### src/rtl/gmii_rx_pkt_assembler_pkg.sv
// rtl/gmii_rx_pkt_assembler_pkg.sv - shared constants, state enum and tag helper for the GMII rx packet assembler
package gmii_rx_pkt_assembler_pkg;

   localparam int         PKT_W      = 134;
   localparam int         FCS_BYTES  = 4;
   localparam logic [1:0] TAG_HEAD   = 2'b01;
   localparam logic [1:0] TAG_MID    = 2'b00;
   localparam logic [1:0] TAG_TAIL   = 2'b10;
   localparam logic [1:0] TAG_SINGLE = 2'b11;
   localparam logic [7:0] PREAMBLE   = 8'h55;
   localparam logic [7:0] SFD        = 8'hD5;

   typedef enum logic [1:0] {
      ST_IDLE,
      ST_PRE,
      ST_DATA,
      ST_DISC
   } rx_state_t;

   function automatic logic [1:0] beat_tag(input logic head, input logic tail);
      if (head && tail) return TAG_SINGLE;
      else if (head)    return TAG_HEAD;
      else if (tail)    return TAG_TAIL;
      else              return TAG_MID;
   endfunction

endpackage

### src/rtl/gmii_rx_pkt_assembler_fcs_strip_dly.sv
// rtl/gmii_rx_pkt_assembler_fcs_strip_dly.sv - 4-stage byte delay line that withholds the trailing FCS bytes
module fcs_strip_dly
   import gmii_rx_pkt_assembler_pkg::*;
(
   input  logic       clk,
   input  logic       rst_n,
   input  logic       i_clr,
   input  logic       i_vld,
   input  logic [7:0] i_data,
   output logic       o_vld,
   output logic [7:0] o_data
);

   logic [7:0]           r_data [FCS_BYTES];
   logic [FCS_BYTES-1:0] r_vld;

   // A byte only leaves once the line is full, so the last FCS_BYTES bytes never do.
   assign o_vld  = i_vld & r_vld[FCS_BYTES-1];
   assign o_data = r_data[FCS_BYTES-1];

   always_ff @(posedge clk) begin
      if (!rst_n || i_clr) begin
         r_vld <= '0;
         for (int i = 0; i < FCS_BYTES; i++) r_data[i] <= 8'h00;
      end else if (i_vld) begin
         r_vld     <= {r_vld[FCS_BYTES-2:0], 1'b1};
         r_data[0] <= i_data;
         for (int i = 1; i < FCS_BYTES; i++) r_data[i] <= r_data[i-1];
      end
   end

endmodule

### src/rtl/gmii_rx_pkt_assembler.sv
// rtl/gmii_rx_pkt_assembler.sv - strips preamble/SFD/FCS from GMII rx and packs payload into 134b beats
// MAX_BYTES must not be 1 more than a multiple of 16 (the forced tail would collide with a held beat).
module gmii_rx_pkt_assembler
   import gmii_rx_pkt_assembler_pkg::*;
#(
   parameter int STRIP_FCS = 1,
   parameter int MAX_BYTES = 2048
) (
   input  logic             clk,
   input  logic             rst_n,
   input  logic             gmii_rx_dv,
   input  logic             gmii_rx_er,
   input  logic [7:0]       gmii_rxd,
   output logic             pktData_valid,
   output logic [PKT_W-1:0] pktData,
   output logic [31:0]      pkt_cnt,
   output logic [31:0]      err_cnt
);

   localparam int CNT_W = $clog2(MAX_BYTES + 1);

   rx_state_t        r_state;
   logic [CNT_W-1:0] r_byte_cnt;
   logic [127:0]     r_beat;
   logic [4:0]       r_beat_n;
   logic             r_first;
   logic             r_out_vld;
   logic [PKT_W-1:0] r_out;
   logic [31:0]      r_pkt_cnt;
   logic [31:0]      r_err_cnt;

   logic             w_in_vld;
   logic             w_pay_vld;
   logic [7:0]       w_pay_byte;
   logic             w_last;
   logic [4:0]       w_n_base;
   logic [127:0]     w_beat_ins;

   assign w_in_vld = (r_state == ST_DATA) & gmii_rx_dv & ~gmii_rx_er;

   generate
      if (STRIP_FCS != 0) begin : g_strip
         fcs_strip_dly u_dly (
            .clk    (clk),
            .rst_n  (rst_n),
            .i_clr  (~w_in_vld),
            .i_vld  (w_in_vld),
            .i_data (gmii_rxd),
            .o_vld  (w_pay_vld),
            .o_data (w_pay_byte)
         );
      end else begin : g_pass
         assign w_pay_vld  = w_in_vld;
         assign w_pay_byte = gmii_rxd;
      end
   endgenerate

   assign w_last = w_pay_vld && (r_byte_cnt == CNT_W'(MAX_BYTES - 1));

   // A full beat sitting in r_beat is the held beat; the next byte starts a fresh one.
   always_comb begin
      w_n_base   = (r_beat_n == 5'd16) ? 5'd0 : r_beat_n;
      w_beat_ins = (r_beat_n == 5'd16) ? '0 : r_beat;
      for (int k = 0; k < 16; k++) begin
         if (w_n_base == 5'(k)) w_beat_ins[8*(15-k) +: 8] = w_pay_byte;
      end
   end

   always_ff @(posedge clk) begin
      if (!rst_n) begin
         r_state    <= ST_IDLE;
         r_byte_cnt <= '0;
         r_beat     <= '0;
         r_beat_n   <= '0;
         r_first    <= 1'b1;
         r_out_vld  <= 1'b0;
         r_out      <= '0;
         r_pkt_cnt  <= '0;
         r_err_cnt  <= '0;
      end else begin
         r_out_vld <= 1'b0;
         case (r_state)
            ST_IDLE: begin
               if (gmii_rx_dv)
                  r_state <= (gmii_rxd == PREAMBLE && !gmii_rx_er) ? ST_PRE : ST_DISC;
            end
            ST_PRE: begin
               if (!gmii_rx_dv)                r_state <= ST_IDLE;
               else if (gmii_rx_er)            r_state <= ST_DISC;
               else if (gmii_rxd == SFD) begin
                  r_state    <= ST_DATA;
                  r_byte_cnt <= '0;
                  r_beat     <= '0;
                  r_beat_n   <= '0;
                  r_first    <= 1'b1;
               end else if (gmii_rxd != PREAMBLE) r_state <= ST_DISC;
            end
            ST_DATA: begin
               if (!gmii_rx_dv || gmii_rx_er) begin
                  r_state <= gmii_rx_dv ? ST_DISC : ST_IDLE;
                  if (r_byte_cnt == '0) begin
                     r_err_cnt <= r_err_cnt + 32'd1;
                  end else begin
                     r_out     <= {beat_tag(r_first, 1'b1), 4'(r_beat_n - 5'd1), r_beat};
                     r_out_vld <= 1'b1;
                     if (gmii_rx_dv) r_err_cnt <= r_err_cnt + 32'd1;
                     else            r_pkt_cnt <= r_pkt_cnt + 32'd1;
                  end
               end else if (w_pay_vld) begin
                  r_byte_cnt <= r_byte_cnt + CNT_W'(1);
                  r_beat     <= w_beat_ins;
                  r_beat_n   <= w_n_base + 5'd1;
                  if (r_beat_n == 5'd16) begin
                     r_out     <= {beat_tag(r_first, 1'b0), 4'hF, r_beat};
                     r_out_vld <= 1'b1;
                     r_first   <= 1'b0;
                  end
                  if (w_last) begin
                     r_state   <= ST_DISC;
                     r_err_cnt <= r_err_cnt + 32'd1;
                     r_out     <= {beat_tag(r_first && (r_beat_n != 5'd16), 1'b1),
                                   w_n_base[3:0], w_beat_ins};
                     r_out_vld <= 1'b1;
                  end
               end
            end
            ST_DISC: begin
               if (!gmii_rx_dv) r_state <= ST_IDLE;
            end
            default: r_state <= ST_IDLE;
         endcase
      end
   end

   assign pktData_valid = r_out_vld;
   assign pktData       = r_out;
   assign pkt_cnt       = r_pkt_cnt;
   assign err_cnt       = r_err_cnt;

endmodule

### config.mk
export PLATFORM = sky130hd
export DESIGN_NAME = gmii_rx_pkt_assembler
export DESIGN_NICKNAME = d
export VERILOG_FILES = /design/src/rtl/gmii_rx_pkt_assembler_pkg.sv /design/src/rtl/gmii_rx_pkt_assembler_fcs_strip_dly.sv /design/src/rtl/gmii_rx_pkt_assembler.sv
export SDC_FILE = /design/constraint.sdc
export NUM_CORES = 1
export LEC_CHECK = 0
export CAP_MARGIN = 10
export CORE_ASPECT_RATIO = 0.8
export CORE_MARGIN = 4
export CORE_UTILIZATION = 35
export CTS_CLUSTER_SIZE = 28
export DETAILED_ROUTE_END_ITERATION = 10
export PLACE_DENSITY_LB_ADDON = 0.08
export SETUP_SLACK_MARGIN = 0.2
export SYNTH_ARGS = -nofsm -noshare
export SYNTH_HDL_FRONTEND = slang
export SYNTH_SLANG_ARGS = --single-unit
### constraint.sdc
create_clock -name clk -period 7.55 [get_ports clk]
set_input_delay 1.1325 -clock clk [delete_from_list [all_inputs] [get_ports clk]]
set_output_delay 1.1325 -clock clk [all_outputs]
set_load 0.01 [all_outputs]
==> impl_results.md <==
* Hold Path Class: flop to flop
* Setup bufs post-CTS at 0
* Die Ht at 204 µm
* #FFs+latches synth at 383
* Dpl hpwl at 30400 µm
* Core area at around 47000 µm²
* Mapped Area at 16800 µm²
* Antenna cells at 0
* CP Data Arrival Time at approximately 4.8 ns
* Post-synth top area cell: dfxtp_1
* Cell Rows at 71
* Share of async-settable or async-resettable flops after synthesis at 0%
* Seq/Total Area, Yosys at 47.5%
* Crit end category: flop
* Clock transition at path regs at 0.06 ns
* Global-route wire length before repair at 80300 µm
* RSZ-0062 raised after global routing: no
* FF-to-FF End: pktData[44]
* Layout area overhead at 23.6%
* Uppermost layer routed: met5
* IO buf count at 210
* EDFF count, synth at 32
* Initial antenna violation count at 1
* R2R setup slack at 4.01 ns
* Fraction of layout cells with a size suffix above 1 at 5.01%
* Max H-tree Level at 2
* WL/cell at 20.2 µm
* WL met1 at 24100 µm
* Total track usage at between 10% and 20%
* Fill count at 4479
* Max-Cap Viols at 0
* Reg2Reg Depth at 8
* Synthesized instance count at 1734
* Least-Margin Pin Slew at 1.20 ns
* Setup TNS at 0 ns
* Final slew viol count at 0
* Area contributors post-synth: dfxtp_1 42%, mux2i_1 9.8%, o2bb2ai_1 6.8%
* Gr ovfl total at 0
* Setup WS post-layout at 3.21 ns
* Via count at approximately 14000
* Achievable Freq at ~230 MHz
* Final ANT Viol Nets at 0
* Synth cell types at 60
* Width of the die at 253 µm
* Synthesized area per cell at a little under 10 µm²
* Final hold vios at 0
* Initial Util at 35.6%
* WL met3 at 3030 µm
* Max VDD drop at between 0.1 and 0.15 mV
* Starting DRT DRC Count at 1034
* Number of remaining DRC errors at 0
* CTS Root Cell: clkbuf_16
* Post-route minimum period at 4.34 ns
* Top cells by count, synth: 351 x dfxtp_1, 195 x nor2_1, 164 x mux2i_1, 130 x o2bb2ai_1, 128 x a22oi_1
* Startpoint Class: input pin
* Slew HR at 19.1%
* I/O pin count at 211
* Max Root-Sink Buffers at 3
* Clock skew at between 0.02 and 0.025 ns
* CP Launch Point: gmii_rx_dv
* FF-to-FF Start: r_byte_cnt[0]
* Met2 WL post-DR at 22900 µm
* Clock network latency to the later pin of the worst-skew pair at 0.55 ns
* Worst Path Required at 7.99 ns
* DRT Pass-1 Iters at 5
* Leakage Power at between 6 and 7 nW
* Worst setup path endpoint: pktData[129]
* Yosys warning count at 0
* Yosys top cell area share at 41.8%
* Peak fanout along the critical path at 131
* TritonCTS Buffers at 43
* Placement Setup Slack at 2.67 ns
* Clock sink total at 383
* Vias in the first global route at 13576
* Placer congestion estimate at just under 0.8
* Count leader, synth: dfxtp_1
* Drt via density at 5.54
* Hold buffer count at CTS at 0
* CTS tree: yes
* Pwr Density at 200 nW/µm²
* Status: complete, no violations
* Post-CTS sizing at 0
* Net count, final at around 1900
* Critical path class: input pin to flop
* Die area at 51700 µm²
* Pin count of the biggest net entering global routing at 132
* Synth Flop Type: dfxtp_1
* Final setup vio count at 0
* DRT Wirelength at 51300 µm
* Fin crit share at a little under three fifths
-- final cells by class --
cell class	instances	area [µm²]	share of cell area, %
inverter	27	106	0.511
sequential	383	7990	38.4
clock inverter	15	124	0.596
multi-input combinational	1204	8330	40.1
clock buffer	59	1210	5.80
timing repair buffer	228	2260	10.9
tap	620	776	3.73
-- worst min path at each step --
stage                                 startpoint                      to  slack (ns)  cells past startpoint
final                     g_strip.u_dly.r_vld[1]  g_strip.u_dly.r_vld[2]        0.43                      1
after global placement    g_strip.u_dly.r_vld[0]  g_strip.u_dly.r_vld[1]        0.41                      1
after global routing      g_strip.u_dly.r_vld[0]  g_strip.u_dly.r_vld[1]        0.45                      1
after detailed placement  g_strip.u_dly.r_vld[0]  g_strip.u_dly.r_vld[1]        0.41                      1
after CTS                 g_strip.u_dly.r_vld[1]  g_strip.u_dly.r_vld[2]        0.43                      1
after floorplan           g_strip.u_dly.r_vld[0]  g_strip.u_dly.r_vld[1]        0.41                      1
-- cells by family (layout without fill, tap and decap cells) --
group,count (synthesis),in the layout,synth area share [%]
AOI/OAI and AO/OA,463,463,21.4
xor gates and xnor gates,38,38,1.98
adders and majority gates,10,10,0.743
buffers and inverters,178,329,4.13
DFF,383,383,47.5
muxes,164,164,9.75
other,1,32,0.0223
and+or+nand+nor,497,497,14.5
-- power breakdown --
part	switching, mW	internal, mW
sequential	0.0166	2.06
clock	0.834	1.18
combinational	0.0630	0.0177
total	0.914	3.25
-- critical path: stages --
cell             delay (ns)
clkdlybuf4s50_1        0.57
nor2b_1                0.65
nand3_1                0.63
nor4_2                 0.43
buf_12                 0.77
o21ai_0                0.22
a32o_1                 0.31
-- cell usage in the layout (no fill, tap or decap), types with 26 or more instances in the layout --
master	instances
dfxtp_1	351
and2_1	36
a22o_1	89
o2bb2ai_1	130
clkdlybuf4s50_1	210
edfxtp_1	32
nand3_1	29
xnor2_1	33
a21oi_1	45
conb_1	32
nor2_1	193
clkbuf_16	43
o21ai_0	29
nand2_1	99
mux2i_1	164
a22oi_1	128
inv_1	26
-- stage by stage --
| stage | hold WS [ns] | power, mW | cell area (µm²) | instances | utilization [%] |
|---|---|---|---|---|---|
| floorplan | 0.406 | 2.15 | 16900 | 1765 | - |
| global placement | 0.409 | 2.20 | 19500 | 2462 | 41.2 |
| detailed placement | 0.414 | 2.20 | 19500 | 2462 | 41.2 |
| CTS | 0.428 | 4.23 | 20800 | 2536 | 44.0 |
| global route | 0.446 | 4.32 | 20800 | 2536 | 44.0 |
| finish | 0.426 | 4.17 | 20800 | 2536 | 44.0 |
-- state kept, by name (all words and copies together), names as in the netlist --
name	cells
r_state	2
err_cnt	32
r_byte_cnt	12
g_strip.u_dly.r_data	32
pkt_cnt	32
g_strip.u_dly.r_vld	4
r_first	1
pktData	134
pktData_valid	1
r_beat	128
r_beat_n	5
-- routing by layer --
layer | track usage [%] | vias up
met3 | 3.55 | 86
li1 | - | 6742
met4 | 5.22 | 2
met2 | 30.4 | 381
met5 | 0 | -
met1 | 27.5 | 6831
Power figures use the tool's default switching activity.
